`config.mk`:
```
export PLATFORM = sky130hd
export DESIGN_NAME = di_reg_terminal_flat
export DESIGN_NICKNAME = d
export VERILOG_FILES = /design/src/rtl/di_reg_terminal_if.sv /design/src/rtl/di_reg_terminal.sv /design/src/flat_wrapper.sv
export SDC_FILE = /design/constraint.sdc
export NUM_CORES = 1
export LEC_CHECK = 0
export BUFFER_PORTS_ARGS = -buffer_cell sky130_fd_sc_hd__buf_2
export CAP_MARGIN = 10
export CORE_AREA = 2 2 267 375
export CTS_CLUSTER_DIAMETER = 200
export DETAILED_ROUTE_END_ITERATION = 7
export DIE_AREA = 0 0 269 377
export PLACE_DENSITY = 0.5
export SETUP_SLACK_MARGIN = 0.05
export SLEW_MARGIN = 20
export SYNTH_ARGS = -nofsm -noshare
export SYNTH_HDL_FRONTEND = slang
export SYNTH_SLANG_ARGS = --single-unit
```
`constraint.sdc`:
```
create_clock -name ifclk -period 3.2 [get_ports ifclk]
set_input_delay 0.64 -clock ifclk [delete_from_list [all_inputs] [get_ports ifclk]]
set_output_delay 0.64 -clock ifclk [all_outputs]
set_load 0.005 [all_outputs]
```
`src/rtl/di_reg_terminal_if.sv`:
```
// Host-side bus of the register terminal: selection, burst setup, read and write handshakes.
interface di_reg_if;
  logic [15:0] di_term_addr;
  logic [31:0] di_reg_addr;
  logic [31:0] di_len;
  logic        di_read_mode;
  logic        di_read_req;
  logic        di_read;
  logic        di_read_rdy;
  logic [31:0] di_reg_datao;
  logic        di_write_mode;
  logic        di_write;
  logic [31:0] di_reg_datai;
  logic        di_write_rdy;
  logic [15:0] di_transfer_status;

  modport master (
    output di_term_addr, di_reg_addr, di_len, di_read_mode, di_read_req, di_read,
           di_write_mode, di_write, di_reg_datai,
    input  di_read_rdy, di_reg_datao, di_write_rdy, di_transfer_status
  );

  modport slave (
    input  di_term_addr, di_reg_addr, di_len, di_read_mode, di_read_req, di_read,
           di_write_mode, di_write, di_reg_datai,
    output di_read_rdy, di_reg_datao, di_write_rdy, di_transfer_status
  );
endinterface

```
`src/rtl/di_reg_terminal.sv`:
```
// Addressable RW register bank with burst read/write handshakes and a read-only hw_status word.
// Define DI_REG_TERMINAL_ADDR_ERR_EN to report out-of-range accesses in di_transfer_status.
module di_reg_terminal #(
  parameter logic [15:0] TERM_ADDR  = 16'h0010,
  parameter int unsigned NUM_REGS   = 16,
  parameter int unsigned RD_LATENCY = 2
) (
  input  logic                    ifclk,
  input  logic                    resetb,
  di_reg_if.slave                 bus,
  input  logic [31:0]             hw_status,
  output logic [32*NUM_REGS-1:0]  regs_flat
);

  localparam int unsigned IDX_W = $clog2(NUM_REGS);
  localparam int unsigned CNT_W = 4;
`ifdef DI_REG_TERMINAL_ADDR_ERR_EN
  localparam logic ERR_EN = 1'b1;
`else
  localparam logic ERR_EN = 1'b0;
`endif

  typedef enum logic [1:0] {IDLE, RD_WAIT, RD_RDY, WR} state_t;

  state_t             state_q, state_d;
  logic [CNT_W-1:0]   cnt_q, cnt_d;
  logic [31:0]        addr_q, addr_d;
  logic [31:0]        rem_q, rem_d;
  logic [31:0]        datao_q, datao_d;
  logic [15:0]        status_q, status_d;
  logic               read_rdy_q, read_rdy_d;
  logic               write_rdy_q, write_rdy_d;
  logic               rmode_q, wmode_q;
  logic [31:0]        regs_q [NUM_REGS];

  logic               sel_c;
  logic               wmode_rise_c, wmode_fall_c, rmode_fall_c;
  logic               reg_we_c;
  logic [31:0]        rd_data_c;
  logic               rd_oor_c;

  assign sel_c        = (bus.di_term_addr == TERM_ADDR);
  assign wmode_rise_c = bus.di_write_mode & ~wmode_q;
  assign wmode_fall_c = ~bus.di_write_mode & wmode_q;
  assign rmode_fall_c = ~bus.di_read_mode & rmode_q;
  assign rd_oor_c     = (addr_q > 32'(NUM_REGS));

  // Read decode: bank, then hw_status at NUM_REGS, zero beyond
  always_comb begin
    rd_data_c = 32'h0;
    if (addr_q < 32'(NUM_REGS)) begin
      rd_data_c = regs_q[addr_q[IDX_W-1:0]];
    end else if (addr_q == 32'(NUM_REGS)) begin
      rd_data_c = hw_status;
    end
  end

  // Next-state and registered-output logic
  always_comb begin
    state_d  = state_q;
    cnt_d    = cnt_q;
    addr_d   = addr_q;
    rem_d    = rem_q;
    datao_d  = datao_q;
    status_d = status_q;
    reg_we_c = 1'b0;
    case (state_q)
      IDLE: begin
        if (sel_c && bus.di_read_req && (bus.di_len != 32'h0)) begin
          state_d  = RD_WAIT;
          addr_d   = bus.di_reg_addr;
          rem_d    = bus.di_len;
          cnt_d    = CNT_W'(RD_LATENCY);
          status_d = 16'h0000;
        end else if (sel_c && wmode_rise_c) begin
          state_d  = WR;
          addr_d   = bus.di_reg_addr;
          status_d = 16'h0000;
        end
      end
      RD_WAIT: begin
        if (rmode_fall_c) begin
          state_d = IDLE;
        end else if (cnt_q == '0) begin
          state_d = RD_RDY;
          datao_d = rd_data_c;
          if (ERR_EN && rd_oor_c) status_d[0] = 1'b1;
        end else begin
          cnt_d = cnt_q - CNT_W'(1);
        end
      end
      RD_RDY: begin
        if (rmode_fall_c) begin
          state_d = IDLE;
        end else if (sel_c && read_rdy_q && bus.di_read) begin
          addr_d = addr_q + 32'd1;
          rem_d  = rem_q - 32'd1;
          if (rem_q > 32'd1) begin
            state_d = RD_WAIT;
            cnt_d   = CNT_W'(RD_LATENCY);
          end else begin
            state_d = IDLE;
          end
        end
      end
      WR: begin
        if (wmode_fall_c) begin
          state_d = IDLE;
        end else if (sel_c && write_rdy_q && bus.di_write) begin
          addr_d = addr_q + 32'd1;
          if (addr_q < 32'(NUM_REGS)) begin
            reg_we_c = 1'b1;
          end else if (ERR_EN) begin
            status_d[1] = 1'b1;
          end
        end
      end
      default: state_d = IDLE;
    endcase
    read_rdy_d  = sel_c && (state_d == RD_RDY);
    write_rdy_d = sel_c && (state_d == WR);
  end

  always_ff @(posedge ifclk or negedge resetb) begin
    if (!resetb) begin
      state_q     <= IDLE;
      cnt_q       <= '0;
      addr_q      <= '0;
      rem_q       <= '0;
      datao_q     <= '0;
      status_q    <= '0;
      read_rdy_q  <= 1'b0;
      write_rdy_q <= 1'b0;
      rmode_q     <= 1'b0;
      wmode_q     <= 1'b0;
    end else begin
      state_q     <= state_d;
      cnt_q       <= cnt_d;
      addr_q      <= addr_d;
      rem_q       <= rem_d;
      datao_q     <= datao_d;
      status_q    <= status_d;
      read_rdy_q  <= read_rdy_d;
      write_rdy_q <= write_rdy_d;
      rmode_q     <= bus.di_read_mode;
      wmode_q     <= bus.di_write_mode;
    end
  end

  // Register bank
  always_ff @(posedge ifclk or negedge resetb) begin
    if (!resetb) begin
      for (int i = 0; i < int'(NUM_REGS); i++) regs_q[i] <= '0;
    end else if (reg_we_c) begin
      regs_q[addr_q[IDX_W-1:0]] <= bus.di_reg_datai;
    end
  end

  for (genvar g = 0; g < int'(NUM_REGS); g++) begin : g_flat
    assign regs_flat[32*g +: 32] = regs_q[g];
  end

  assign bus.di_read_rdy        = read_rdy_q;
  assign bus.di_write_rdy       = write_rdy_q;
  assign bus.di_reg_datao       = datao_q;
  assign bus.di_transfer_status = status_q;

endmodule

```
`src/flat_wrapper.sv`:
```
// flat-port wrapper written by rule: the top's interface ports become plain ports
module di_reg_terminal_flat 
#(
  parameter logic [15:0] TERM_ADDR  = 16'h0010,
  parameter int unsigned NUM_REGS   = 16,
  parameter int unsigned RD_LATENCY = 2
)
  (ifclk, resetb, hw_status, regs_flat, bus_di_term_addr, bus_di_reg_addr, bus_di_len, bus_di_read_mode, bus_di_read_req, bus_di_read, bus_di_write_mode, bus_di_write, bus_di_reg_datai, bus_di_read_rdy, bus_di_reg_datao, bus_di_write_rdy, bus_di_transfer_status);
  di_reg_if bus_i ();
  input  logic ifclk;
  input  logic resetb;
  input  logic [31:0] hw_status;
  output logic [32*NUM_REGS-1:0] regs_flat;
  input wire logic [$bits(bus_i.di_term_addr)-1:0] bus_di_term_addr;
  input wire logic [$bits(bus_i.di_reg_addr)-1:0] bus_di_reg_addr;
  input wire logic [$bits(bus_i.di_len)-1:0] bus_di_len;
  input wire logic [$bits(bus_i.di_read_mode)-1:0] bus_di_read_mode;
  input wire logic [$bits(bus_i.di_read_req)-1:0] bus_di_read_req;
  input wire logic [$bits(bus_i.di_read)-1:0] bus_di_read;
  input wire logic [$bits(bus_i.di_write_mode)-1:0] bus_di_write_mode;
  input wire logic [$bits(bus_i.di_write)-1:0] bus_di_write;
  input wire logic [$bits(bus_i.di_reg_datai)-1:0] bus_di_reg_datai;
  output wire logic [$bits(bus_i.di_read_rdy)-1:0] bus_di_read_rdy;
  output wire logic [$bits(bus_i.di_reg_datao)-1:0] bus_di_reg_datao;
  output wire logic [$bits(bus_i.di_write_rdy)-1:0] bus_di_write_rdy;
  output wire logic [$bits(bus_i.di_transfer_status)-1:0] bus_di_transfer_status;
  assign bus_i.di_term_addr = bus_di_term_addr;
  assign bus_i.di_reg_addr = bus_di_reg_addr;
  assign bus_i.di_len = bus_di_len;
  assign bus_i.di_read_mode = bus_di_read_mode;
  assign bus_i.di_read_req = bus_di_read_req;
  assign bus_i.di_read = bus_di_read;
  assign bus_i.di_write_mode = bus_di_write_mode;
  assign bus_i.di_write = bus_di_write;
  assign bus_i.di_reg_datai = bus_di_reg_datai;
  assign bus_di_read_rdy = bus_i.di_read_rdy;
  assign bus_di_reg_datao = bus_i.di_reg_datao;
  assign bus_di_write_rdy = bus_i.di_write_rdy;
  assign bus_di_transfer_status = bus_i.di_transfer_status;
  di_reg_terminal #(.TERM_ADDR(TERM_ADDR), .NUM_REGS(NUM_REGS), .RD_LATENCY(RD_LATENCY)) u_core (.ifclk(ifclk), .resetb(resetb), .bus(bus_i), .hw_status(hw_status), .regs_flat(regs_flat));
endmodule
```
==> run metrics <==
status finished, final reports clean; wire per inst 29.0 microns; VDD IR max 0.361 mV; Avg Inst Size Synth 14.0 sq um; Final Hold Fails 0; initial drt markers 1504; total length of routed wires 121 mm; leakage power 19.7 nW; Core Rows 136; commonest non-fill, non-tap cell in the layout buf_2; critical path required time 3.72 ns; DR vias 22518; yosys warns 0; Final min period 3.00 ns; Crit-path slowest cell nor4_1; first-pass GRT wire length 175 mm; final worst-path cycle share 93.8%; DIE AREA 101000 sq um; largest net degree at the start of global routing 79; Initial DRT Pass Iterations 6; CP endpoint kind flip-flop; Worst path most repeated cell nor4_1; DIE HEIGHT 377 microns; Post-Place Cells 4049; crit path to u_core.regs_flat[248]$_DFFE_PN0P_; uppermost layer routed met5; Worst Hold Class input port to flip-flop; routed wl met3 8.60 mm; placed inst area 35300 sq um; Worst Tran Pin Value 0.832 ns; Final Non-Filler Cells 4190; cells after synthesis 2087; reg2reg start u_core.addr_q[27]$_DFFE_PN0P_; r2r endpoint u_core.regs_flat[248]$_DFFE_PN0P_; Worst setup startpoint u_core.addr_q[27]$_DFFE_PN0P_; Slew headroom 44.3%; FFs w/ async S/R, synth 100%; CTS Buf Count 71; worst-skew pair later-pin latency 0.67 ns; clock skew 0.0274 ns; Worst-path clk slew 0.07 ns; worst-path cell chain nor4_1 > nand4_1 > nor4_1 > buf_4 > and2_1 > nand2_4 > buf_12 > mux2_1; Reg2Reg Depth 8; hold buffer count at CTS 1; number of max-cap violations 0; GRT Util Overall 23.7%; power density cells 471 nW/um^2; RSZ-0062 raised after global routing false; R2R Setup Slk 0.20 ns; EDFF count, synth 0; FMAX 333 MHz; routability cong. 0.903; via/cell ratio 5.37; hpwl dp 89.3 mm; filler cell count 9428; H-tree depth 3; TritonCTS clock tree done; most frequent cells in the layout buf_2, dfrtp_1, mux2_1; core area 97800 sq um; gr ovfl total 0; # IOs 713; top_reg_cell synth dfrtp_1; synthesis-to-finish area growth 29.4%; vias in the first global route 23528; register area share after synthesis 53.0%; Unique masters post-synth 68; clk sink count 618; die width 269 microns; Post-CTS Setup Inserts 0; max incr delay on CP 0.45 ns; Initial Util 29.8%; mapped cell area 29200 sq um; clk root buf clkbuf_16; drt drc 0; clock buffer depth 3; initial antenna violation count 9; Worst Path Buf+Inv 2; ratio of cells with drive above 1 in the final layout 42.1%; final core utilization 38.6%; Crit Path Category flip-flop to flip-flop; Hold Slack 0.110 ns; Final setup viols 0; crit-path leading delay family simple AND/OR/NAND/NOR gates; Design Area, Final 37800 sq um; met1 WL 47.5 mm; Post-CTS Resized 0; metal2 WL 59.4 mm; port bufs 696; CP Depth 8; nets 2972; CP arrival 3.52 ns; Synth Register Bits 618; nature of the critical path startpoint flip-flop; Slew Limit Fails 0; Critical Path Fanout Max 10; post-route ant nets 0
-- flip-flops by register name (all words and copies together) (netlist names) --
name / flops
u_core.bus.di_write_rdy: 1
u_core.cnt_q: 4
u_core.addr_q: 32
u_core.wmode_q: 1
u_core.state_q: 2
u_core.rmode_q: 1
u_core.regs_flat: 512
u_core.bus.di_reg_datao: 32
u_core.bus.di_read_rdy: 1
u_core.rem_q: 32
-- cell type report --
| cell class | instances | area (sq um) | share of cell area, % |
|---|---|---|---|
| Sequential cell | 618 | 15500 | 41.0 |
| Multi-Input combinational cell | 1255 | 13000 | 34.4 |
| Timing Repair Buffer | 820 | 5050 | 13.4 |
| Clock buffer | 97 | 2000 | 5.31 |
| Tap cell | 1311 | 1640 | 4.34 |
| Clock inverter | 33 | 410 | 1.09 |
| Inverter | 47 | 178 | 0.471 |
| Antenna cell | 9 | 22.5 | 0.0596 |
-- cells in the mapped netlist, drive strengths merged, types with 4 or more instances --
cell type  number  share of area, %
mux4          160                12
nand2b          8              0.17
nor4           34              0.73
nand2          59              0.76
and4            6              0.18
o221a          11              0.42
nor3           24              0.41
nor2           50              0.64
a211oi         12              0.33
dfrtp         618                53
a31oi          12              0.26
and2            9              0.20
or3            10              0.21
o211ai          4              0.10
or4             9              0.24
inv            46              0.59
a22oi          36              0.93
nand4          17              0.36
o22ai          32              0.71
ha              8              0.34
o21ai          63               1.1
and3           13              0.28
buf            79               1.2
clkbuf        103               1.3
a21oi          43              0.74
mux2          516                20
mux2i          11              0.38
nand3          48              0.82
-- power by group --
| group | total (mW) | switching [mW] | internal, mW |
|---|---|---|---|
| clock | 8.49 | 3.67 | 4.81 |
| sequential | 7.94 | 0.0801 | 7.86 |
| combinational | 1.34 | 0.913 | 0.429 |
-- layer usage --
layer  vias to the layer above  global-route usage, %
li1                       9345                      -
met1                     11905                   29.0
met2                      1000                   39.3
met3                       264                   5.55
met4                         4                   11.7
met5                         -                      0
-- through the flow --
step / setup TNS, ns / setup slack [ns] / power (mW)
3_5_place_dp: -7.86 / -0.0937 / 9.42
2_1_floorplan: 0 / 0.431 / 8.71
5_1_grt: 0 / 0.0745 / 18.5
6_report: 0 / 0.200 / 17.8
3_3_place_gp: -14.55 / -0.109 / 9.38
4_1_cts: 0 / 0.138 / 18.0
-- worst min path at each step --
stage	start	to	slack (ns)	cells past startpoint
floorplan	resetb	u_core.addr_q[0]$_DFFE_PN0P_	0.34	0
global placement	u_core.rem_q[16]$_DFFE_PN0P_	u_core.rem_q[16]$_DFFE_PN0P_	0.45	1
detailed placement	u_core.rem_q[16]$_DFFE_PN0P_	u_core.rem_q[16]$_DFFE_PN0P_	0.47	1
CTS	bus_di_write_mode	u_core.wmode_q$_DFF_PN0_	0.05	1
global route	bus_di_write_mode	u_core.wmode_q$_DFF_PN0_	0.09	1
finish	bus_di_write_mode	u_core.wmode_q$_DFF_PN0_	0.11	1
-- cells by family after synthesis --
| family | count (synthesis) | synth area share [%] |
|---|---|---|
| adders and majority gates | 8 | 0.343 |
| muxes | 687 | 32.6 |
| AOI/OAI and AO/OA | 239 | 5.34 |
| and+or+nand+nor | 305 | 5.52 |
| other | 1 | 0.0128 |
| DFF | 618 | 53.0 |
| buffers and inverters | 229 | 3.17 |
Note: power is estimated with default switching activity, not from simulation.
